$ cat config.mk
export PLATFORM = sky130hd
export DESIGN_NAME = hack_screen_scanner_flat
export DESIGN_NICKNAME = d
export VERILOG_FILES = /design/src/rtl/hack_screen_scanner_if.sv /design/src/rtl/hack_screen_scanner.sv /design/src/flat_wrapper.sv
export SDC_FILE = /design/constraint.sdc
export NUM_CORES = 1
export LEC_CHECK = 0
export ABC_CLOCK_PERIOD_IN_PS = 2280
export CAP_MARGIN = 15
export CORE_MARGIN = 4
export CORE_UTILIZATION = 35
export CTS_BUF_LIST = sky130_fd_sc_hd__clkbuf_16
export CTS_CLUSTER_DIAMETER = 100
export CTS_CLUSTER_SIZE = 25
export DETAILED_ROUTE_END_ITERATION = 10
export SYNTH_ARGS = -nofsm -noshare
export SYNTH_HDL_FRONTEND = slang
export SYNTH_SLANG_ARGS = --single-unit
$ cat constraint.sdc
create_clock -name clock -period 2.28 [get_ports clock]
set_clock_uncertainty 0.05 [all_clocks]
set_input_delay 0.456 -clock clock [delete_from_list [all_inputs] [get_ports clock]]
set_output_delay 0.456 -clock clock [all_outputs]
set_load 0.005 [all_outputs]
$ cat src/rtl/hack_screen_scanner_if.sv
// rtl/hack_screen_scanner_if.sv - screen RAM read port and pixel stream bundle
interface hack_screen_scanner_if #(
    parameter int ADDR_W = 13
) ();
    logic              mem_req;
    logic              mem_gnt;
    logic [ADDR_W-1:0] mem_addr;
    logic [15:0]       mem_rdata;
    logic              pix_valid;
    logic              pix_ready;
    logic              pix;
    logic              pix_sof;
    logic              pix_eol;
    logic              pix_eof;

    modport master (
        output mem_req, mem_addr,
        input  mem_gnt, mem_rdata,
        output pix_valid, pix, pix_sof, pix_eol, pix_eof,
        input  pix_ready
    );

    modport slave (
        input  mem_req, mem_addr,
        output mem_gnt, mem_rdata,
        input  pix_valid, pix, pix_sof, pix_eol, pix_eof,
        output pix_ready
    );
endinterface

$ cat src/rtl/hack_screen_scanner.sv
// rtl/hack_screen_scanner.sv - raster-order screen RAM reader serialising words to a pixel stream
module hack_screen_scanner #(
    parameter int ROWS          = 256,
    parameter int WORDS_PER_ROW = 32,
    parameter int ADDR_W        = 13
) (
    input  logic clock,
    input  logic reset_n,
    input  logic enable,
    output logic busy,
    hack_screen_scanner_if.master bus
);
    localparam int TOTAL = ROWS * WORDS_PER_ROW;
    localparam int COL_W = (WORDS_PER_ROW > 1) ? $clog2(WORDS_PER_ROW) : 1;

    typedef enum logic {S_IDLE = 1'b0, S_RUN = 1'b1} state_t;
    state_t r_state, w_state_nxt;

    logic [ADDR_W-1:0] r_word_cnt;
    logic [COL_W-1:0]  r_col;
    logic              r_words_left;
    logic              r_pending, r_pend_sof, r_pend_eol, r_pend_eof;
    logic [15:0]       r_pf_data;
    logic              r_pf_full, r_pf_sof, r_pf_eol, r_pf_eof;
    logic [15:0]       r_sh_data;
    logic              r_sh_full, r_sh_sof, r_sh_eol, r_sh_eof;
    logic [3:0]        r_bit_cnt;

    logic w_run, w_xfer, w_last_xfer, w_frame_end, w_stop;
    logic w_sh_load, w_next_ok, w_req, w_issue, w_last_word, w_last_col;

    assign w_run       = (r_state == S_RUN);
    assign w_xfer      = r_sh_full && bus.pix_ready;
    assign w_last_xfer = w_xfer && (r_bit_cnt == 4'hF);
    assign w_frame_end = w_last_xfer && r_sh_eof;
    assign w_stop      = w_frame_end && !enable;
    assign w_sh_load   = r_pf_full && (!r_sh_full || w_last_xfer);
    // While the eof word sits in the shifter, any fetch belongs to the next
    // frame and is only worth issuing if the frame will actually continue.
    assign w_next_ok   = !(r_sh_full && r_sh_eof) || enable;
    assign w_req       = w_run && r_words_left && !r_pending
                         && (!r_pf_full || w_sh_load) && w_next_ok;
    assign w_issue     = w_req && bus.mem_gnt;
    assign w_last_word = (r_word_cnt == ADDR_W'(TOTAL - 1));
    assign w_last_col  = (r_col == COL_W'(WORDS_PER_ROW - 1));

    assign bus.mem_req   = w_req;
    assign bus.mem_addr  = r_word_cnt;
    assign bus.pix_valid = r_sh_full;
    assign bus.pix       = r_sh_data[0];
    assign bus.pix_sof   = r_sh_full && r_sh_sof && (r_bit_cnt == 4'h0);
    assign bus.pix_eol   = r_sh_full && r_sh_eol && (r_bit_cnt == 4'hF);
    assign bus.pix_eof   = r_sh_full && r_sh_eof && (r_bit_cnt == 4'hF);
    assign busy          = w_run;

    always_ff @(posedge clock or negedge reset_n) begin
        if (!reset_n) begin
            r_state <= S_IDLE;
        end else begin
            r_state <= w_state_nxt;
        end
    end

    always_comb begin
        w_state_nxt = r_state;
        case (r_state)
            S_IDLE:  if (enable) w_state_nxt = S_RUN;
            S_RUN:   if (w_stop) w_state_nxt = S_IDLE;
            default: w_state_nxt = S_IDLE;
        endcase
    end

    always_ff @(posedge clock or negedge reset_n) begin
        if (!reset_n) begin
            r_word_cnt   <= '0;
            r_col        <= '0;
            r_words_left <= 1'b0;
            r_pending    <= 1'b0;
            r_pend_sof   <= 1'b0;
            r_pend_eol   <= 1'b0;
            r_pend_eof   <= 1'b0;
            r_pf_data    <= '0;
            r_pf_full    <= 1'b0;
            r_pf_sof     <= 1'b0;
            r_pf_eol     <= 1'b0;
            r_pf_eof     <= 1'b0;
            r_sh_data    <= '0;
            r_sh_full    <= 1'b0;
            r_sh_sof     <= 1'b0;
            r_sh_eol     <= 1'b0;
            r_sh_eof     <= 1'b0;
            r_bit_cnt    <= '0;
        end else if (!w_run || w_stop) begin
            // Idle (or leaving for idle): drop any speculative next-frame fetch.
            r_word_cnt   <= '0;
            r_col        <= '0;
            r_words_left <= 1'b1;
            r_pending    <= 1'b0;
            r_pend_sof   <= 1'b0;
            r_pend_eol   <= 1'b0;
            r_pend_eof   <= 1'b0;
            r_pf_data    <= '0;
            r_pf_full    <= 1'b0;
            r_pf_sof     <= 1'b0;
            r_pf_eol     <= 1'b0;
            r_pf_eof     <= 1'b0;
            r_sh_data    <= '0;
            r_sh_full    <= 1'b0;
            r_sh_sof     <= 1'b0;
            r_sh_eol     <= 1'b0;
            r_sh_eof     <= 1'b0;
            r_bit_cnt    <= '0;
        end else begin
            r_pending <= w_issue;
            if (w_issue) begin
                r_pend_sof <= (r_word_cnt == '0);
                r_pend_eol <= w_last_col;
                r_pend_eof <= w_last_word;
                if (w_last_word) begin
                    r_word_cnt   <= '0;
                    r_col        <= '0;
                    r_words_left <= 1'b0;
                end else begin
                    r_word_cnt <= r_word_cnt + 1'b1;
                    r_col      <= w_last_col ? '0 : r_col + 1'b1;
                end
            end
            if (w_sh_load && r_pf_eof) begin
                r_words_left <= 1'b1;
            end

            if (r_pending) begin
                r_pf_full <= 1'b1;
                r_pf_data <= bus.mem_rdata;
                r_pf_sof  <= r_pend_sof;
                r_pf_eol  <= r_pend_eol;
                r_pf_eof  <= r_pend_eof;
            end else if (w_sh_load) begin
                r_pf_full <= 1'b0;
            end

            if (w_sh_load) begin
                r_sh_data <= r_pf_data;
                r_sh_full <= 1'b1;
                r_sh_sof  <= r_pf_sof;
                r_sh_eol  <= r_pf_eol;
                r_sh_eof  <= r_pf_eof;
                r_bit_cnt <= '0;
            end else if (w_xfer) begin
                r_sh_data <= {1'b0, r_sh_data[15:1]};
                r_bit_cnt <= r_bit_cnt + 1'b1;
                if (r_bit_cnt == 4'hF) begin
                    r_sh_full <= 1'b0;
                end
            end
        end
    end
endmodule

$ cat src/flat_wrapper.sv
// flat-port wrapper written by rule: the top's interface ports become plain ports
module hack_screen_scanner_flat 
#(
    parameter int ROWS          = 256,
    parameter int WORDS_PER_ROW = 32,
    parameter int ADDR_W        = 13
)
  (clock, reset_n, enable, busy, bus_mem_req, bus_mem_addr, bus_mem_gnt, bus_mem_rdata, bus_pix_valid, bus_pix, bus_pix_sof, bus_pix_eol, bus_pix_eof, bus_pix_ready);
  hack_screen_scanner_if #(.ADDR_W(ADDR_W)) bus_i ();
  input  logic clock;
  input  logic reset_n;
  input  logic enable;
  output logic busy;
  output wire logic [$bits(bus_i.mem_req)-1:0] bus_mem_req;
  output wire logic [$bits(bus_i.mem_addr)-1:0] bus_mem_addr;
  input wire logic [$bits(bus_i.mem_gnt)-1:0] bus_mem_gnt;
  input wire logic [$bits(bus_i.mem_rdata)-1:0] bus_mem_rdata;
  output wire logic [$bits(bus_i.pix_valid)-1:0] bus_pix_valid;
  output wire logic [$bits(bus_i.pix)-1:0] bus_pix;
  output wire logic [$bits(bus_i.pix_sof)-1:0] bus_pix_sof;
  output wire logic [$bits(bus_i.pix_eol)-1:0] bus_pix_eol;
  output wire logic [$bits(bus_i.pix_eof)-1:0] bus_pix_eof;
  input wire logic [$bits(bus_i.pix_ready)-1:0] bus_pix_ready;
  assign bus_mem_req = bus_i.mem_req;
  assign bus_mem_addr = bus_i.mem_addr;
  assign bus_i.mem_gnt = bus_mem_gnt;
  assign bus_i.mem_rdata = bus_mem_rdata;
  assign bus_pix_valid = bus_i.pix_valid;
  assign bus_pix = bus_i.pix;
  assign bus_pix_sof = bus_i.pix_sof;
  assign bus_pix_eol = bus_i.pix_eol;
  assign bus_pix_eof = bus_i.pix_eof;
  assign bus_i.pix_ready = bus_pix_ready;
  hack_screen_scanner #(.ROWS(ROWS), .WORDS_PER_ROW(WORDS_PER_ROW), .ADDR_W(ADDR_W)) u_core (.clock(clock), .reset_n(reset_n), .enable(enable), .busy(busy), .bus(bus_i));
endmodule
# --- Yosys cells after proc, flatten, opt, wreduce, memory -nomap -nowiden ---
# Index checks and enable logic that the tools add are counted.
word_totals:
  word_cells: 113
  output_inout_bits: 20
  register_bits: 68
op_classes:
  eq_ne: 3
  mux: 48
  addsub: 3
  n_bitwise: 1
  reduce_logical: 39
op_table:
  columns: ["operator", "count"]
  rows:
  - ["2-to-1 mux 16 bit", 5]
  - ["2-to-1 mux 13 bit", 3]
  - ["2-to-1 mux 1 bit", 32]
  - ["2-to-1 mux 5 bit", 4]
  - ["logical AND 1 bit", 17]
  - ["nonzero test 3 bit", 5]
  - ["adder 13 x 1 -> 13 bit (second input constant)", 1]
  - ["equality test 13 bit (second input constant)", 1]
  - ["zero test 13 bit", 1]
  - ["2-to-1 mux 4 bit", 3]
  - ["zero test 1 bit", 6]
  - ["nonzero test 2 bit", 3]
  - ["adder 5 x 1 -> 5 bit (second input constant)", 1]
  - ["equality test 5 bit (second input constant)", 1]
  - ["adder 4 x 1 -> 4 bit (second input constant)", 1]
  - ["equality test 4 bit (second input constant)", 1]
  - ["zero test 4 bit", 1]
  - ["logical OR 1 bit", 4]
  - ["AND reduction 2 bit", 2]
  - ["case mux 1 bit (2 select lines)", 1]
  - ["NOT 1 bit", 1]

# --- Logic depth before layout (Yosys ltp) ---
depth:
  word_depth: 11
  mapped_depth: 9

# --- Least setup slack after synthesis ---
# Ideal clock, no wire load.
synth_path:
  path_kind: "register to register"
  start: "register u_core.r_bit_cnt[0]"
  end: "register u_core.r_word_cnt[9] (netlist: u_core.bus.mem_addr[9])"
  setup_time_ns: 0.069
  arrival_time_ns: 1.851
  path_stages_with_launch: 9
  path_buffers: 2
  setup_slack_ns: 0.310
  cell_sequence: "dfrtp_1 ha_1 nand4_2 and3_1 clkbuf_1 or2_4 buf_6 or3_1 nand3_1"
synth_via:
  elab_chain_len: 9
  word_cells_on_any_way: 13
synth_rtl:
  columns: ["element", "line_no", "rtl"]
  rows:
  - ["start, declared", "hack_screen_scanner.sv:27", "logic [3:0] r_bit_cnt;"]
  - ["start signal, assigned", "hack_screen_scanner.sv:151", "r_bit_cnt <= r_bit_cnt + 1'b1;"]
  - ["equality test 4 bit (*)", "hack_screen_scanner.sv:34", "assign w_last_xfer = w_xfer && (r_bit_cnt == 4'hF);"]
  - ["logical AND 1 bit (*)", "hack_screen_scanner.sv:34", null]
  - ["logical OR 1 bit", "hack_screen_scanner.sv:37", "assign w_sh_load = r_pf_full && (!r_sh_full || w_last_xfer);"]
  - ["logical AND 1 bit", "hack_screen_scanner.sv:37", null]
  - ["logical OR 1 bit", "hack_screen_scanner.sv:42", "&& (!r_pf_full || w_sh_load) && w_next_ok;"]
  - ["logical AND 1 bit (2 in series)", "hack_screen_scanner.sv:42", null]
  - ["logical AND 1 bit", "hack_screen_scanner.sv:43", "assign w_issue = w_req && bus.mem_gnt;"]
  - ["nonzero test 2 bit (no source line)", null, null]
  - ["end signal, assigned", "hack_screen_scanner.sv:124", "r_word_cnt <= r_word_cnt + 1'b1;"]
  - ["end, declared", "hack_screen_scanner.sv:19", "logic [ADDR_W-1:0] r_word_cnt;"]
# Mark *: on every way between the ends. The rest lies on a longest branch, timed or not.
# A chain may end at the register's enable or synchronous reset.

# --- Worst setup path in the final report ---
layout_path:
  start: "register u_core.r_bit_cnt[0]"
  end: "output bus_pix_sof"
layout_via:
  elab_chain_len: 2
layout_rtl:
  columns: ["element", "line_no", "rtl"]
  rows:
  - ["zero test 4 bit", "hack_screen_scanner.sv:51", "assign bus.pix_sof = r_sh_full && r_sh_sof && (r_bit_cnt == 4'h0);"]
  - ["logical AND 1 bit", "hack_screen_scanner.sv:51", null]
  - ["end, declared", "flat_wrapper.sv:20", "output wire logic [$bits(bus_i.pix_sof)-1:0] bus_pix_sof;"]
# Every way passes these cells.

==> metrics.md <==
| Metric | Value |
|---|---|
| Status | complete, no violations |
| Vias | 2734 |
| Max Root-Sink Buffers | 2 |
| Wire length on met1 | 3500 µm |
| Cell Rows | 34 |
| Die Y | 104 µm |
| Post-synth cell types | 45 |
| Cell family with the largest share of critical-path delay | buffers and inverters |
| Antenna cells | 0 |
| Yosys warnings | 0 |
| CTS tree | yes |
| First-pass GRT wire length | 13600 µm |
| Commonest non-fill, non-tap cell in the layout | dfrtp_1 |
| Routed wl met2 | 3870 µm |
| CP max stage delay | 490 ps |
| Worst VDD drop | 0.408 mV |
| Mean Syn Cell Area | 9.67 µm² |
| DRC | 0 |
| Wire per inst | 15.3 µm |
| Total track usage | 15.4% |
| Cells after synthesis | 332 |
| CP Buf/Inv Count | 3 |
| Post-synthesis register bit count | 68 |
| Min Tclk post-route | 2220 ps |
| Final core utilization | 48.6% |
| Met3 Wirelength | 358 µm |
| Critical path cell sequence | buf_4 -> inv_1 -> ha_1 -> and4_1 -> clkdlybuf4s50_1 |
| Depth of the CTS H-tree | 3 |
| Share of layout cells above drive strength 1 | 15.6% |
| PwrDens | 1120 nW/µm² |
| Io pins | 41 |
| Die Area | 10800 µm² |
| WHS | 118 ps |
| Clk Latency, worst-skew pair | 330 ps |
| Max-slew violations | 0 |
| Highest net fanout along the worst path | 3 |
| Global route total overflow | 0 |
| Setup CP Type | flip-flop to output port |
| Fill cells | 876 |
| Hold crit path type | input port to async pin |
| Static leakage | 1.82 nW |
| Ys async rst share | 100% |
| Post-route ant nets | 0 |
| Clk root buf | clkbuf_16 |
| Largest net degree at the start of global routing | 36 |
| Total wire length | 7840 µm |
| Register area share after synthesis | 53.0% |
| Slew @ Worst Pin | 524 ps |
| Startpoint Class | flip-flop |
| Iteration-0 DRC Markers | 95 |
| Num Clock Sinks | 68 |
| Die X-Extent | 104 µm |
| Post-synth EDFFs | 0 |
| Initial antenna violation count | 0 |
| Port Buffers | 40 |
| Hold_buf cts | 0 |
| Max layer used | met4 |
| Setup violations, final | 0 |
| Final instance area | 4280 µm² |
| CTS Buf Count | 9 |
| Synth Net Count | 359 |
| Crit share post-route | 97.2% |
| HPWL Detailed | 5460 µm |
| Core area | 8810 µm² |
| Router iterations before antenna repair | 4 |
| Relative slew slack | 64.7% |
| Primary FF master, synth | dfrtp_1 |
| Number of global-route vias before repair | 2767 |
| GP Congestion | 0.812 |
| # nets final | 427 |
| Cell Area, Synth | 3210 µm² |
| Area grow syn2layout | 33.3% |
| Achievable frequency | 451 MHz |
| Final-report hold violation count | 0 |
| Worst Path Arrival | 1710 ps |
| Area post-placement | 3930 µm² |
| Reg clk slew, reported paths | 60 ps |
| Max cap viols | 0 |
| Crit end category | output port |
| Slowest-stage cell, CP | clkdlybuf4s50_1 |
| Via/cell ratio | 5.33 |
| Initial core utilization | 36.4% |
| WP data required | 1770 ps |
| Most frequent cells in the layout | 68 x dfrtp_1, 45 x nand2_1, 35 x clkdlybuf4s50_1 |
| Setup TNS | 0 ps |
cells by family after synthesis:
kind of cell / count (synthesis) / synth area share, %
AOI/OAI and AO/OA: 67 / 12.8
xor gates and xnor gates: 5 / 1.36
adders and majority gates: 6 / 2.34
buffers and inverters: 27 / 3.51
DFF: 68 / 53.0
muxes: 20 / 6.28
and+or+nand+nor: 139 / 20.7
report_power, final:
group          total [W]  internal, W  switching (W)
Combinational    0.00147     0.000771       0.000701
Clock            0.00139     0.000851       0.000535
Sequential       0.00195      0.00163       0.000320
final cells by class:
cell class,count,area [µm²],share of cell area (%)
timing repair buffer,74,658,15.4
sequential,68,1700,39.8
inverter,10,37.5,0.877
tap,108,135,3.16
multi-input combinational,237,1440,33.8
clock inverter,7,76.3,1.78
clock buffer,9,225,5.26
metal layers:
metal	global-route usage, %	vias to the layer above
met2	25.8	58
met5	0	-
li1	-	1320
met1	19.4	1347
met4	4.84	0
met3	4.42	9
worst paths after layout:
path / start / end / slack [ps] / cells after the start
max in group asynchronous: reset_n / u_core.r_sh_data[1]$_DFFE_PN0P_ / 1730 / 2
worst max register to register: u_core.r_bit_cnt[0]$_DFFE_PN0P_ / u_core.bus.mem_addr[8]$_DFFE_PN0P_ / 90 / 9
worst min register to register: u_core.r_pf_data[2]$_DFFE_PN0P_ / u_core.r_sh_data[2]$_DFFE_PN0P_ / 430 / 2
worst max-delay path: u_core.r_bit_cnt[0]$_DFFE_PN0P_ / bus_pix_sof / 60 / 5
worst min-delay path: reset_n / u_core.r_bit_cnt[0]$_DFFE_PN0P_ / 120 / 2
min in group clock: enable / u_core.busy$_DFF_PN0_ / 420 / 2
cell usage after synthesis, types with 4 or more instances:
master / number / share of area (%)
nor3_1: 6 / 0.94
nor2_1: 29 / 3.4
mux2i_1: 19 / 5.9
or3_1: 7 / 1.4
o22ai_1: 15 / 2.9
clkbuf_1: 11 / 1.3
ha_1: 6 / 2.3
inv_1: 9 / 1.1
o21ai_0: 34 / 5.3
dfrtp_1: 68 / 53
nand4_1: 4 / 0.78
nand2_1: 45 / 5.3
nor4_1: 4 / 0.78
and3_1: 6 / 1.2
nand3_1: 24 / 3.7
sequential cells by signal, summed over array words and instances, names as in the netlist, 4 cells and up:
register,flops
u_core.r_col,5
u_core.r_pf_data,16
u_core.r_sh_data,16
u_core.bus.mem_addr,13
u_core.r_bit_cnt,4
worst reg2reg max path, delay by kind of cell (launching register included):
kind	cells	cell delay (ps)
adder cells (fa/ha/maj)	1	160
buffers and inverters	4	650
AND/OR/NAND/NOR	3	510
flip-flops	1	400
AO/OA/AOI/OAI	1	300
stage by stage:
| step | worst slack, ps | total power (W) | cells |
|---|---|---|---|
| 2_1_floorplan | 310 | 0.00272 | 332 |
| 3_3_place_gp | -665 | 0.00335 | 496 |
| 3_5_place_dp | -712 | 0.00340 | 496 |
| 4_1_cts | 9.34 | 0.00485 | 511 |
| 5_1_grt | -5.90 | 0.00516 | 513 |
| 6_report | 64.0 | 0.00481 | 513 |
timing repair:
item / CTS / global route
gates resized for setup: 13 / 2
pin swaps: 1 / 0
endpoints found under the setup margin: 3 / 10
buffers inserted: 0 / 2
Note: power is estimated with default switching activity, not from simulation.
==> edit, RTL diff (same settings) <==
`ADDR_W` is set to 13 in 3 places; all go to 14.
--- a/src/rtl/hack_screen_scanner_if.sv
+++ b/src/rtl/hack_screen_scanner_if.sv
@@ -1,6 +1,6 @@
 // rtl/hack_screen_scanner_if.sv - screen RAM read port and pixel stream bundle
 interface hack_screen_scanner_if #(
-    parameter int ADDR_W = 13
+    parameter int ADDR_W = 14
 ) ();
     logic              mem_req;
     logic              mem_gnt;
--- a/src/rtl/hack_screen_scanner.sv
+++ b/src/rtl/hack_screen_scanner.sv
@@ -2,7 +2,7 @@
 module hack_screen_scanner #(
     parameter int ROWS          = 256,
     parameter int WORDS_PER_ROW = 32,
-    parameter int ADDR_W        = 13
+    parameter int ADDR_W        = 14
 ) (
     input  logic clock,
     input  logic reset_n,
--- a/src/flat_wrapper.sv
+++ b/src/flat_wrapper.sv
@@ -3,7 +3,7 @@
 #(
     parameter int ROWS          = 256,
     parameter int WORDS_PER_ROW = 32,
-    parameter int ADDR_W        = 13
+    parameter int ADDR_W        = 14
 )
   (clock, reset_n, enable, busy, bus_mem_req, bus_mem_addr, bus_mem_gnt, bus_mem_rdata, bus_pix_valid, bus_pix, bus_pix_sof, bus_pix_eol, bus_pix_eof, bus_pix_ready);
   hack_screen_scanner_if #(.ADDR_W(ADDR_W)) bus_i ();
Ports: changed (resized bus_mem_addr); port bits go from 41 to 42. The function was not compared with the original's and may differ.
==> edit against the original RTL <==
- synthesized area grew 2.5%
- worst setup slack worse by 0.0087 ns
- routed wire length is 1.1% lower
- highest routed layer unchanged
- die area grew 2.3%
- design area rose by 1.2%
- non-clock buffer count fell by 2
- sequential cell count rose by 1
- critical endpoint is now bus_pix_eol
Power is not compared: it rests on default switching activity, and its combinational part moved more than twofold at a synthesized area within 25%.
==> edit: results <==
{
  "p_leak_nw": 1.915,
  "holdBufCountCts": 0,
  "outcome": "finished, final reports clean",
  "multi_input_area_share_pct": 33.68,
  "clkTransAtPathRegs_ns": 0.06,
  "finalWirelength_um": 7754,
  "reg2reg_depth": 7,
  "synth_async_sr_flop_share_pct": 100.0,
  "grt_pass1_wl_um": 13590,
  "layout.cells.non_filler": 528,
  "dp.cells": 509,
  "worst-setup-path-type": "reg2out",
  "clock-root-buffer": "clkbuf_16",
  "grt_start_max_net_pins": 70,
  "slew_headroom_pct": 66.75,
  "grtUsageMet1_pct": 20.02,
  "synth_area_per_cell_um2": 9.483,
  "drive_gt1_share_pct": 13.43,
  "num_vias": 2794,
  "ff_latch_area_um2": 1727,
  "ys_top_cells_by_count": "69 x dfrtp_1, 45 x nor2_1, 41 x nand2_1, 29 x o21ai_0, 23 x a21oi_1",
  "n_all_inverters": 11,
  "synth_seq_cells": 69,
  "multi_input_gates": 249,
  "min_path_type": "in2async",
  "gp_congestion": 0.7800,
  "synth.area.top_cells": "dfrtp_1 52%, mux2i_1 5.8%, nor2_1 5.1%",
  "clockNetworkAreaShare_pct": 6.938,
  "nNetsFinal": 439,
  "post_cts_buffers": 2,
  "final-nonclk-buf-share_pct": 15.32,
  "syn_nets": 374,
  "fin_hold_ws_ns": 0.07915,
  "n_fill_cell": 894,
  "antenna_found_initial": 0,
  "ys_types": 42,
  "grt_util_met2_pct": 23.37,
  "critPathMaxStageDelay_ns": 0.50,
  "r2r-end": "u_core.bus.mem_addr[6]$_DFFE_PN0P_",
  "clock_buffers": 9,
  "ys_seq_area_share_pct": 52.47,
  "signal_buffers": 72,
  "critPathCapture": "bus_pix_eol",
  "use_met3_pct": 3.521,
  "cts-resized-gates": 3,
  "io_buffer_count": 41,
  "track_usage_pct": 14.91,
  "r2r-start": "u_core.r_bit_cnt[1]$_DFFE_PN0P_",
  "diodes": 0,
  "yosysWarnings": 0,
  "dp_hpwl_um": 5177,
  "first_iter_violations": 99
}
-- edit: cell types whose count changed in the layout (fill, tap and decap cells not counted), moves of 4 or more --
cell,delta
nor2b_1,+4
or3_1,-4
nand2_1,-4
a21oi_1,+20
o22ai_1,-14
nand3_1,-9
nor3_1,-4
a31oi_1,+5
o21ai_0,-5
buf_4,-4
nor2_1,+16
-- edit: worst max-delay path, delay by kind of cell, from the launching register on --
family	cells	cell delay (ns)
AND/OR/NAND/NOR	2	0.35
flip-flops	1	0.36
buffers and inverters	1	0.50
adder cells (fa/ha/maj)	1	0.19
-- edit: logic make-up (layout without fill, tap and decap cells) --
group | Yosys count | in the layout | share of synthesized area [%]
compound gates | 76 | 76 | 13.65
simple gates | 141 | 141 | 20.42
fa+ha+maj | 6 | 6 | 2.281
buf+inv | 29 | 99 | 3.460
mux | 20 | 20 | 6.122
xor+xnor | 6 | 6 | 1.597
flops | 69 | 69 | 52.47
-- edit: report_power, final --
group          internal (W)  total [W]  leakage [nW]  switching, W
registers           0.00122    0.00122         0.849             0
clock network      0.000849    0.00138         0.138      0.000535
logic             0.0000358  0.0000661         0.927     0.0000304
total               0.00211    0.00268          1.91      0.000566
-- edit: through the flow --
step	setup TNS [ns]	power (W)	util, %	worst slack (ns)	area [um2]
floorplan	0	0.001249	-	0.2161	3291
global placement	-0.5877	0.001315	43.47	-0.2067	3998
detailed placement	-0.9080	0.001316	43.47	-0.2020	3998
CTS	0	0.002717	46.97	0.01432	4319
global route	0	0.002781	47.06	0.001303	4328
finish	0	0.002675	47.06	0.05529	4328
-- edit: metal layers --
layer	vias to the layer above	wire length [um]
met5	-	0
met4	0	117
met3	9	377
met2	63	3709
met1	1376	3549
li1	1346	-
